<file path="config.mk">
export PLATFORM = sky130hd
export DESIGN_NAME = particle_migration_dispatcher
export DESIGN_NICKNAME = d
export VERILOG_FILES = /design/src/rtl/particle_migration_dispatcher_pkg.sv /design/src/rtl/particle_migration_dispatcher_fifo.sv /design/src/rtl/particle_migration_dispatcher.sv
export SDC_FILE = /design/constraint.sdc
export NUM_CORES = 1
export LEC_CHECK = 0
export ABC_AREA = 1
export BUFFER_PORTS_ARGS = -buffer_cell sky130_fd_sc_hd__buf_2
export CAP_MARGIN = 10
export CORE_MARGIN = 2
export CORE_UTILIZATION = 56
export CTS_CLUSTER_DIAMETER = 40
export DETAILED_ROUTE_END_ITERATION = 16
export PLACE_DENSITY = 0.69
export SLEW_MARGIN = 25
export SYNTH_ARGS = -nofsm -noshare
export SYNTH_HDL_FRONTEND = slang
export SYNTH_HIERARCHICAL = 1
export SYNTH_SLANG_ARGS = --single-unit
</file>
<file path="constraint.sdc">
create_clock -name clk -period 7.4 [get_ports clk]
set_clock_uncertainty 0.05 [all_clocks]
set_input_delay 2.22 -clock clk [delete_from_list [all_inputs] [get_ports clk]]
set_output_delay 2.22 -clock clk [all_outputs]
set_load 0.03 [all_outputs]
</file>
<file path="src/rtl/particle_migration_dispatcher_pkg.sv">
// Shared types and helpers for the particle migration dispatcher.
//   offset_data_t : packed x/y/z fixed-point offset
//   mig_pkt_t     : one migration FIFO entry {dest_x, dest_y, dest_z, offset, id, elem}
//   dest_coord()  : wrapped torus destination along one axis
package MD_pkg;

  localparam int OFFSET_WIDTH = 16;

  typedef struct packed {
    logic signed [OFFSET_WIDTH-1:0] x;
    logic signed [OFFSET_WIDTH-1:0] y;
    logic signed [OFFSET_WIDTH-1:0] z;
  } offset_data_t;

  localparam int OFFSET_STRUCT_WIDTH = $bits(offset_data_t);
  localparam int CELL_ID_WIDTH       = 2;
  localparam int PKT_ID_WIDTH        = 8;
  localparam int PKT_ELEM_WIDTH      = 2;

  localparam logic [1:0] CELL_MINUS = 2'd0;
  localparam logic [1:0] CELL_STAY  = 2'd1;
  localparam logic [1:0] CELL_PLUS  = 2'd2;

  typedef struct packed {
    logic [CELL_ID_WIDTH-1:0]  dest_x;
    logic [CELL_ID_WIDTH-1:0]  dest_y;
    logic [CELL_ID_WIDTH-1:0]  dest_z;
    offset_data_t              offset;
    logic [PKT_ID_WIDTH-1:0]   id;
    logic [PKT_ELEM_WIDTH-1:0] elem;
  } mig_pkt_t;

  // Code 3 (illegal) falls into the default arm and is treated as stay.
  function automatic logic [CELL_ID_WIDTH-1:0] dest_coord(input logic [1:0] code,
                                                          input int home, input int dim);
    int d;
    case (code)
      CELL_MINUS: d = (home == 0) ? dim - 1 : home - 1;
      CELL_PLUS:  d = (home == dim - 1) ? 0 : home + 1;
      default:    d = home;
    endcase
    return CELL_ID_WIDTH'(d);
  endfunction

endpackage

</file>
<file path="src/rtl/particle_migration_dispatcher_fifo.sv">
// First-word-fall-through FIFO of migration packets.
//   push/push_data : write one entry (caller guarantees !full || pop)
//   pop/pop_data   : head entry is visible whenever !empty; pop advances it
//   count/full/empty : occupancy status
// pop_data reads as zero while empty so the downstream data bus is quiet.
module migration_fifo
  import MD_pkg::*;
#(
  parameter int DEPTH = 16
) (
  input  logic                       clk,
  input  logic                       rst_n,
  input  logic                       push,
  input  mig_pkt_t                   push_data,
  input  logic                       pop,
  output mig_pkt_t                   pop_data,
  output logic [$clog2(DEPTH):0]     count,
  output logic                       full,
  output logic                       empty
);

  localparam int AW = $clog2(DEPTH);
  localparam logic [AW:0] PTR_ONE = 1;

  mig_pkt_t    mem [DEPTH];
  logic [AW:0] wr_ptr_q, wr_ptr_d;
  logic [AW:0] rd_ptr_q, rd_ptr_d;

  always_comb begin
    wr_ptr_d = wr_ptr_q;
    rd_ptr_d = rd_ptr_q;
    if (push) wr_ptr_d = wr_ptr_q + PTR_ONE;
    if (pop)  rd_ptr_d = rd_ptr_q + PTR_ONE;
  end

  always_ff @(posedge clk or negedge rst_n) begin
    if (!rst_n) begin
      wr_ptr_q <= '0;
      rd_ptr_q <= '0;
    end else begin
      wr_ptr_q <= wr_ptr_d;
      rd_ptr_q <= rd_ptr_d;
    end
  end

  always_ff @(posedge clk) begin
    if (push) mem[wr_ptr_q[AW-1:0]] <= push_data;
  end

  assign count    = wr_ptr_q - rd_ptr_q;
  assign empty    = (wr_ptr_q == rd_ptr_q);
  assign full     = (count == (AW+1)'(DEPTH));
  assign pop_data = empty ? '0 : mem[rd_ptr_q[AW-1:0]];

endmodule

</file>
<file path="src/rtl/particle_migration_dispatcher.sv">
// Particle migration dispatcher.
// Splits converter results into home-cell write-backs (local port) and
// cross-boundary migrations (wrapped dest cell + payload through a FWFT FIFO
// to the ring), and runs the start/last/done phase handshake.
//   clk, rst (async, active-low), start
//   in_*    : upstream result; in_ready is advisory (FIFO count <= DEPTH-SLACK)
//   local_* : one-cycle write-back of particles that stay home
//   mig_*   : valid/ready migration stream
//   done, mig_count, overflow_err, code_err : phase status
//
// state | meaning
// IDLE  | waiting for start
// RUN   | classifying particles until in_last
// DRAIN | waiting for staged work and the FIFO to empty
// DONE  | one-cycle done pulse
module particle_migration_dispatcher
  import MD_pkg::*;
#(
  parameter int X_DIM      = 3,
  parameter int Y_DIM      = 3,
  parameter int Z_DIM      = 3,
  parameter int HOME_X     = 0,
  parameter int HOME_Y     = 0,
  parameter int HOME_Z     = 0,
  parameter int FIFO_DEPTH = 16,
  parameter int PIPE_SLACK = 4,
  parameter int ID_WIDTH   = PKT_ID_WIDTH,
  parameter int ELEM_WIDTH = PKT_ELEM_WIDTH
) (
  input  logic                           clk,
  input  logic                           rst,
  input  logic                           start,
  input  logic                           in_valid,
  input  logic                           in_last,
  input  logic [1:0]                     in_cell_x_offset,
  input  logic [1:0]                     in_cell_y_offset,
  input  logic [1:0]                     in_cell_z_offset,
  input  logic [OFFSET_STRUCT_WIDTH-1:0] in_offset,
  input  logic [ID_WIDTH-1:0]            in_id,
  input  logic [ELEM_WIDTH-1:0]          in_elem,
  output logic                           in_ready,
  output logic                           local_valid,
  output logic [OFFSET_STRUCT_WIDTH-1:0] local_offset,
  output logic [ID_WIDTH-1:0]            local_id,
  output logic [ELEM_WIDTH-1:0]          local_elem,
  output logic                           mig_valid,
  input  logic                           mig_ready,
  output logic [CELL_ID_WIDTH-1:0]       mig_dest_x,
  output logic [CELL_ID_WIDTH-1:0]       mig_dest_y,
  output logic [CELL_ID_WIDTH-1:0]       mig_dest_z,
  output logic [OFFSET_STRUCT_WIDTH-1:0] mig_offset,
  output logic [ID_WIDTH-1:0]            mig_id,
  output logic [ELEM_WIDTH-1:0]          mig_elem,
  output logic                           done,
  output logic [15:0]                    mig_count,
  output logic                           overflow_err,
  output logic                           code_err
);

  localparam logic [1:0] S_IDLE  = 2'd0;
  localparam logic [1:0] S_RUN   = 2'd1;
  localparam logic [1:0] S_DRAIN = 2'd2;
  localparam logic [1:0] S_DONE  = 2'd3;

  logic [1:0]                     state_q, state_d;
  logic                           local_valid_q, local_valid_d;
  logic [OFFSET_STRUCT_WIDTH-1:0] local_offset_q, local_offset_d;
  logic [ID_WIDTH-1:0]            local_id_q, local_id_d;
  logic [ELEM_WIDTH-1:0]          local_elem_q, local_elem_d;
  logic                           push_q, push_d;
  mig_pkt_t                       pkt_q, pkt_d;
  logic [15:0]                    mig_count_q, mig_count_d;
  logic                           overflow_err_q, overflow_err_d;
  logic                           code_err_q, code_err_d;

  logic                           fifo_push, fifo_pop, fifo_full, fifo_empty;
  logic [$clog2(FIFO_DEPTH):0]    fifo_count;
  mig_pkt_t                       fifo_head;
  logic [1:0]                     cx, cy, cz;
  logic                           illegal_code, stays_home;

  always_comb begin
    cx = (in_cell_x_offset == 2'd3) ? CELL_STAY : in_cell_x_offset;
    cy = (in_cell_y_offset == 2'd3) ? CELL_STAY : in_cell_y_offset;
    cz = (in_cell_z_offset == 2'd3) ? CELL_STAY : in_cell_z_offset;
    illegal_code = (in_cell_x_offset == 2'd3) || (in_cell_y_offset == 2'd3) ||
                   (in_cell_z_offset == 2'd3);
    stays_home   = (cx == CELL_STAY) && (cy == CELL_STAY) && (cz == CELL_STAY);
  end

  assign fifo_pop  = mig_valid && mig_ready;
  // A full FIFO still takes the write when the head leaves in the same cycle.
  assign fifo_push = push_q && (!fifo_full || fifo_pop);

  always_comb begin
    state_d        = state_q;
    local_valid_d  = 1'b0;
    local_offset_d = local_offset_q;
    local_id_d     = local_id_q;
    local_elem_d   = local_elem_q;
    push_d         = 1'b0;
    pkt_d          = pkt_q;
    mig_count_d    = mig_count_q;
    overflow_err_d = overflow_err_q;
    code_err_d     = code_err_q;

    if (push_q) begin
      if (fifo_push) mig_count_d = (mig_count_q == 16'hFFFF) ? mig_count_q : mig_count_q + 16'd1;
      else           overflow_err_d = 1'b1;
    end

    case (state_q)
      S_IDLE: begin
        if (start) begin
          state_d        = S_RUN;
          mig_count_d    = '0;
          overflow_err_d = 1'b0;
          code_err_d     = 1'b0;
        end
      end
      S_RUN: begin
        if (in_valid) begin
          if (illegal_code) code_err_d = 1'b1;
          if (stays_home) begin
            local_valid_d  = 1'b1;
            local_offset_d = in_offset;
            local_id_d     = in_id;
            local_elem_d   = in_elem;
          end else begin
            push_d        = 1'b1;
            pkt_d.dest_x  = dest_coord(cx, HOME_X, X_DIM);
            pkt_d.dest_y  = dest_coord(cy, HOME_Y, Y_DIM);
            pkt_d.dest_z  = dest_coord(cz, HOME_Z, Z_DIM);
            pkt_d.offset  = offset_data_t'(in_offset);
            pkt_d.id      = PKT_ID_WIDTH'(in_id);
            pkt_d.elem    = PKT_ELEM_WIDTH'(in_elem);
          end
          if (in_last) state_d = S_DRAIN;
        end
      end
      S_DRAIN: begin
        // Wait for the final particle to leave the output/staging register too,
        // so done never precedes the last local write-back or FIFO push.
        if (fifo_empty && !push_q && !local_valid_q) state_d = S_DONE;
      end
      default: state_d = S_IDLE;
    endcase

    if (in_valid && state_q != S_RUN) code_err_d = 1'b1;
  end

  always_ff @(posedge clk or negedge rst) begin
    if (!rst) begin
      state_q        <= S_IDLE;
      local_valid_q  <= 1'b0;
      local_offset_q <= '0;
      local_id_q     <= '0;
      local_elem_q   <= '0;
      push_q         <= 1'b0;
      pkt_q          <= '0;
      mig_count_q    <= '0;
      overflow_err_q <= 1'b0;
      code_err_q     <= 1'b0;
    end else begin
      state_q        <= state_d;
      local_valid_q  <= local_valid_d;
      local_offset_q <= local_offset_d;
      local_id_q     <= local_id_d;
      local_elem_q   <= local_elem_d;
      push_q         <= push_d;
      pkt_q          <= pkt_d;
      mig_count_q    <= mig_count_d;
      overflow_err_q <= overflow_err_d;
      code_err_q     <= code_err_d;
    end
  end

  migration_fifo #(.DEPTH(FIFO_DEPTH)) u_fifo (
    .clk       (clk),
    .rst_n     (rst),
    .push      (fifo_push),
    .push_data (pkt_q),
    .pop       (fifo_pop),
    .pop_data  (fifo_head),
    .count     (fifo_count),
    .full      (fifo_full),
    .empty     (fifo_empty)
  );

  assign in_ready     = (int'(fifo_count) <= FIFO_DEPTH - PIPE_SLACK);
  assign local_valid  = local_valid_q;
  assign local_offset = local_offset_q;
  assign local_id     = local_id_q;
  assign local_elem   = local_elem_q;
  assign mig_valid    = !fifo_empty;
  assign mig_dest_x   = fifo_head.dest_x;
  assign mig_dest_y   = fifo_head.dest_y;
  assign mig_dest_z   = fifo_head.dest_z;
  assign mig_offset   = OFFSET_STRUCT_WIDTH'(fifo_head.offset);
  assign mig_id       = ID_WIDTH'(fifo_head.id);
  assign mig_elem     = ELEM_WIDTH'(fifo_head.elem);
  assign done         = (state_q == S_DONE);
  assign mig_count    = mig_count_q;
  assign overflow_err = overflow_err_q;
  assign code_err     = code_err_q;

endmodule
</file>
==> results.env <==
RSZ0062_AT_GRT='false'
MIN-DELAY-START='local_offset[9]'
FP.COREAREA_SQ_UM=90000
FINAL_HOLD_VIOL_COUNT=0
FMAX_GHz=0.159
ANT_NETS=0
FINAL.MIN_CLOCK_PERIOD_PS=6300
CRITICAL_PATH_BUF_INV_COUNT=4
TRACK_USAGE=0.269
FINALHOLDWORSTSLACK_PS=449
CTS_BUFFER_DEPTH=3
PLACE_HPWL_MM=65.8
GRT_START_MAX_NET_PINS=203
PART_OF_THE_YOSYS_AREA_USED_FOR_SEQUENTIAL_ELEMENTS=0.679
PATH_DEPTH=10
VDD_DROP_MAX_uV=415
WHS_PATH_DEPTH=1
CTS_TREE='done'
ROUTEDWLPERCELL_UM=19.4
WORST-SLEW-PIN-TRANSITION_PS=1070
COUNT_OF_CELLS_ALONG_THE_WORST_REGISTER_TO_REGISTER_PATH=13
POSTCTSSETUPREPAIRBUFS=0
CLOCK_TREE.ROOT_CELL='sky130_fd_sc_hd__clkbuf_16'
SYN-MEAN-INSTANCE-AREA_SQ_UM=10.2
CLOCK_SINKS=1178
YOSYS.CELL_TYPES.COUNT=38
FILLERINSTANCES=6951
MAX_CAP_VIOL_COUNT=0
FINAL_TNS_SETUP_PS=0
CTS.HTREE.LEVELS=4
GLOBALPLACE.CONGESTION=0.806
GRT_FIRST_PASS_WIRELENGTH_MM=192
CLK_LATENCY_PS=760
FINALCRITPERIODSHARE=0.851
YS_SEQ_ELEMENTS=1178
DIEHEIGHT_UM=306
WORSTHOLDENDPOINT='local_offset[9]'
WORSTPATHREQUIRED_PS=5130
POWER_PER_CELL_AREA_nW_PER_UM2=435
R2R_START='u_fifo/rd_ptr_q[1]'
REG2REG_SLACK_PS=2630
VIAS=34572
SYNTH_TOP_CELLS_BY_AREA='sky130_fd_sc_hd__edfxtp_1, sky130_fd_sc_hd__nand2_1, sky130_fd_sc_hd__dfrtp_1'
END_KIND='primary output'
WL_MM=125
DRC=0
INITIAL_UTILIZATION=0.566
CRIT_SLOWEST_CELL='sky130_fd_sc_hd__dfrtp_4'
TIMING.FINAL.SETUP_VIOLATIONS=0
DESIGN.DIE.AREA_SQ_UM=93400
STARTING_DRT_DRC_COUNT=3341
HOLD_BUFFERS=0
WORSTPATHMAXFANOUT=166
PATH_CLK_SLEW_PS=60
POWER.TOTAL_W=0.0251
NETLIST.AREA_LEADER.SHARE=0.604
GR-TOTAL-OVERFLOW=0
STARTPOINT_TYPE='flip-flop'
ANTENNA_VIOLATIONS_BEFORE_REPAIR=0
PRE_ANTENNA_DRT_ITERS=5
POSTCTSRESIZEDCELLS=0
YOSYS_WARNINGS=6
PATH_CLASS='reg -> out'
OUTCOME='finished clean'
REPORT.FINAL.SLEW_VIOL_COUNT=0
HOLD_PATH.CLASS='reg -> reg'
SYN_NETS=5059
IO_BUFFERS=213
NUMBER_OF_BUFFERS_CREATED_BY_CTS=147
AREA_DELTA_SYNTH_FINAL_PCT=13.5
SLEW_HEADROOM=0.285
PATH_DELAY_FAMILY='buffers and inverters'
CRITICAL_PATH.CELL_CHAIN='clkinv_8, buf_12, nand2_1, nand3_1, nand2_1, nand2_1, nand2_1, inv_2, a21oi_1, buf_2'
CRITICAL_PATH_ARRIVAL_PS=4030
DIE_W_UM=306
R2R-END='u_fifo/mem[1][17]'
FINISH.NET_COUNT=5244
SYNTHESIS.AREA_SQ_UM=50900
POST_ROUTE_CELLS_DRIVE_ABOVE_1_SHARE=0.123
GRT_PASS1_VIAS=33111
SYNTHCELLS=4974
YOSYSTOPAREACELL='sky130_fd_sc_hd__edfxtp_1'
CRITICAL-PATH-MAX-STAGE-DELAY_PS=820
IO_PINS=214
ROWS=110
DETAIL_ROUTE.VIAS_PER_CELL=5.35
TOTAL_LEAKAGE_POWER_nW=25.7
PATH_COMMON_CELL='sky130_fd_sc_hd__nand2_1'
cell families (layout without fill, tap and decap cells):
group | count (synthesis) | in the layout | synth area share
AOI/OAI and AO/OA | 169 | 169 | 0.0178
xor gates and xnor gates | 13 | 13 | 0.00224
adders and majority gates | 15 | 15 | 0.00383
buffers and inverters | 1025 | 1336 | 0.0887
DFF | 1178 | 1178 | 0.679
muxes | 24 | 24 | 0.00531
other | 0 | 1 | 0
and+or+nand+nor | 2550 | 2550 | 0.203
cell type report:
type,instances,area [sq um],area share
Antenna cell,1,2.50,0.0000433
Clock buffer,185,3920,0.0678
Clock inverter,90,1100,0.0190
Inverter,787,2980,0.0515
Multi-Input combinational cell,2771,12000,0.207
Sequential cell,1178,34600,0.598
Tap cell,1176,1470,0.0254
Timing Repair Buffer,274,1790,0.0309
metrics by stage:
step | setup WS, ps | util | cell area [sq um] | cells
3_3_place_gp | 2140 | 0.587 | 52800 | 6186
4_1_cts | 1330 | 0.642 | 57800 | 6461
3_5_place_dp | 2140 | 0.587 | 52800 | 6186
2_1_floorplan | 1040 | - | 50900 | 4974
6_report | 1100 | 0.643 | 57800 | 6462
5_1_grt | 992 | 0.643 | 57800 | 6461
registers in the layout, summed over array words and instances (netlist names):
register,cells
local_id,8
local_valid,1
u_fifo/mem,1024
code_err,1
mig_count,16
push_q,1
pkt_q,64
u_fifo/rd_ptr_q,5
overflow_err,1
u_fifo/wr_ptr_q,5
state_q,2
local_offset,48
local_elem,2
layer usage:
metal  global-route usage  share of wire  vias to the layer above
met1                0.374           0.42                    16693
met4               0.0802          0.022                        0
met3               0.0455          0.080                      189
met2                0.439           0.48                     1413
li1                     -              -                    16277
met5                    0              0                        -
power by group:
part	internal (W)	switching [W]	leakage [nW]
combinational	0.00229	0.00606	12.0
clock	0.00437	0.00286	2.40
sequential	0.00852	0.00105	11.2
total	0.0152	0.00997	25.7
synthesized netlist by cell type:
cell                       instances
sky130_fd_sc_hd__a31oi_1           1
sky130_fd_sc_hd__buf_2           141
sky130_fd_sc_hd__clkbuf_1         16
sky130_fd_sc_hd__nand3_1         529
sky130_fd_sc_hd__nand2_1        1914
sky130_fd_sc_hd__o21bai_1          1
sky130_fd_sc_hd__nand2_4           1
sky130_fd_sc_hd__buf_4            22
sky130_fd_sc_hd__mux2_2           24
sky130_fd_sc_hd__nor2_1           74
sky130_fd_sc_hd__clkinv_2          2
sky130_fd_sc_hd__buf_1             7
sky130_fd_sc_hd__nor3_1            6
sky130_fd_sc_hd__bufbuf_8          1
sky130_fd_sc_hd__nor2_4            2
sky130_fd_sc_hd__buf_6            49
sky130_fd_sc_hd__nand2_2           3
sky130_fd_sc_hd__buf_12            1
sky130_fd_sc_hd__buf_8             1
sky130_fd_sc_hd__a21oi_2          13
sky130_fd_sc_hd__dfrtp_1         154
sky130_fd_sc_hd__xor2_1           12
sky130_fd_sc_hd__nand3b_1          3
sky130_fd_sc_hd__inv_2            65
sky130_fd_sc_hd__clkinv_1          1
sky130_fd_sc_hd__o21ai_0          50
sky130_fd_sc_hd__o21ai_1           2
sky130_fd_sc_hd__a21oi_1          99
sky130_fd_sc_hd__o31ai_1           3
sky130_fd_sc_hd__or2_2             2
sky130_fd_sc_hd__xnor2_1           1
sky130_fd_sc_hd__and2_4            1
sky130_fd_sc_hd__edfxtp_1       1024
sky130_fd_sc_hd__nor2_2            5
sky130_fd_sc_hd__ha_1             14
sky130_fd_sc_hd__nand4_1          10
sky130_fd_sc_hd__fa_1              1
sky130_fd_sc_hd__inv_1           719
placed cells by master (no fill, tap or decap), types with 3 or more instances in the layout:
cell type / count
sky130_fd_sc_hd__nor2_1: 58
sky130_fd_sc_hd__clkinv_4: 7
sky130_fd_sc_hd__nor3_1: 5
sky130_fd_sc_hd__o31ai_1: 3
sky130_fd_sc_hd__clkinv_2: 19
sky130_fd_sc_hd__clkinvlp_4: 16
sky130_fd_sc_hd__dfrtp_4: 3
sky130_fd_sc_hd__nor2_2: 3
sky130_fd_sc_hd__bufinv_16: 15
sky130_fd_sc_hd__ha_1: 14
sky130_fd_sc_hd__dfrtp_1: 151
sky130_fd_sc_hd__a21oi_1: 99
sky130_fd_sc_hd__inv_1: 718
sky130_fd_sc_hd__nor2_4: 20
sky130_fd_sc_hd__edfxtp_1: 1024
sky130_fd_sc_hd__clkbuf_16: 149
sky130_fd_sc_hd__nand4_1: 10
sky130_fd_sc_hd__inv_6: 16
sky130_fd_sc_hd__nand3_1: 529
sky130_fd_sc_hd__clkbuf_8: 7
sky130_fd_sc_hd__o21ai_0: 50
sky130_fd_sc_hd__nand3b_1: 3
sky130_fd_sc_hd__nand2_1: 1913
sky130_fd_sc_hd__clkinv_8: 3
sky130_fd_sc_hd__a21oi_2: 13
sky130_fd_sc_hd__xor2_1: 12
sky130_fd_sc_hd__inv_16: 5
sky130_fd_sc_hd__clkbuf_1: 30
sky130_fd_sc_hd__inv_8: 3
sky130_fd_sc_hd__mux2_2: 24
sky130_fd_sc_hd__buf_4: 40
sky130_fd_sc_hd__nand2_2: 3
sky130_fd_sc_hd__inv_2: 62
sky130_fd_sc_hd__buf_12: 20
sky130_fd_sc_hd__clkinv_1: 11
sky130_fd_sc_hd__buf_2: 212
how the worst max path moves through the flow:
stage,startpoint,endpoint,slack (ps)
6_report,u_fifo/rd_ptr_q[0],mig_elem[0],1100
5_1_grt,u_fifo/rd_ptr_q[0],mig_id[7],990
4_1_cts,u_fifo/rd_ptr_q[0],mig_offset[1],1330
3_5_place_dp,u_fifo/rd_ptr_q[0],mig_offset[29],2140
3_3_place_gp,u_fifo/rd_ptr_q[2],mig_offset[31],2140
2_1_floorplan,mig_ready,u_fifo/mem[15][0],1040
(Power assumes the default switching activity.)
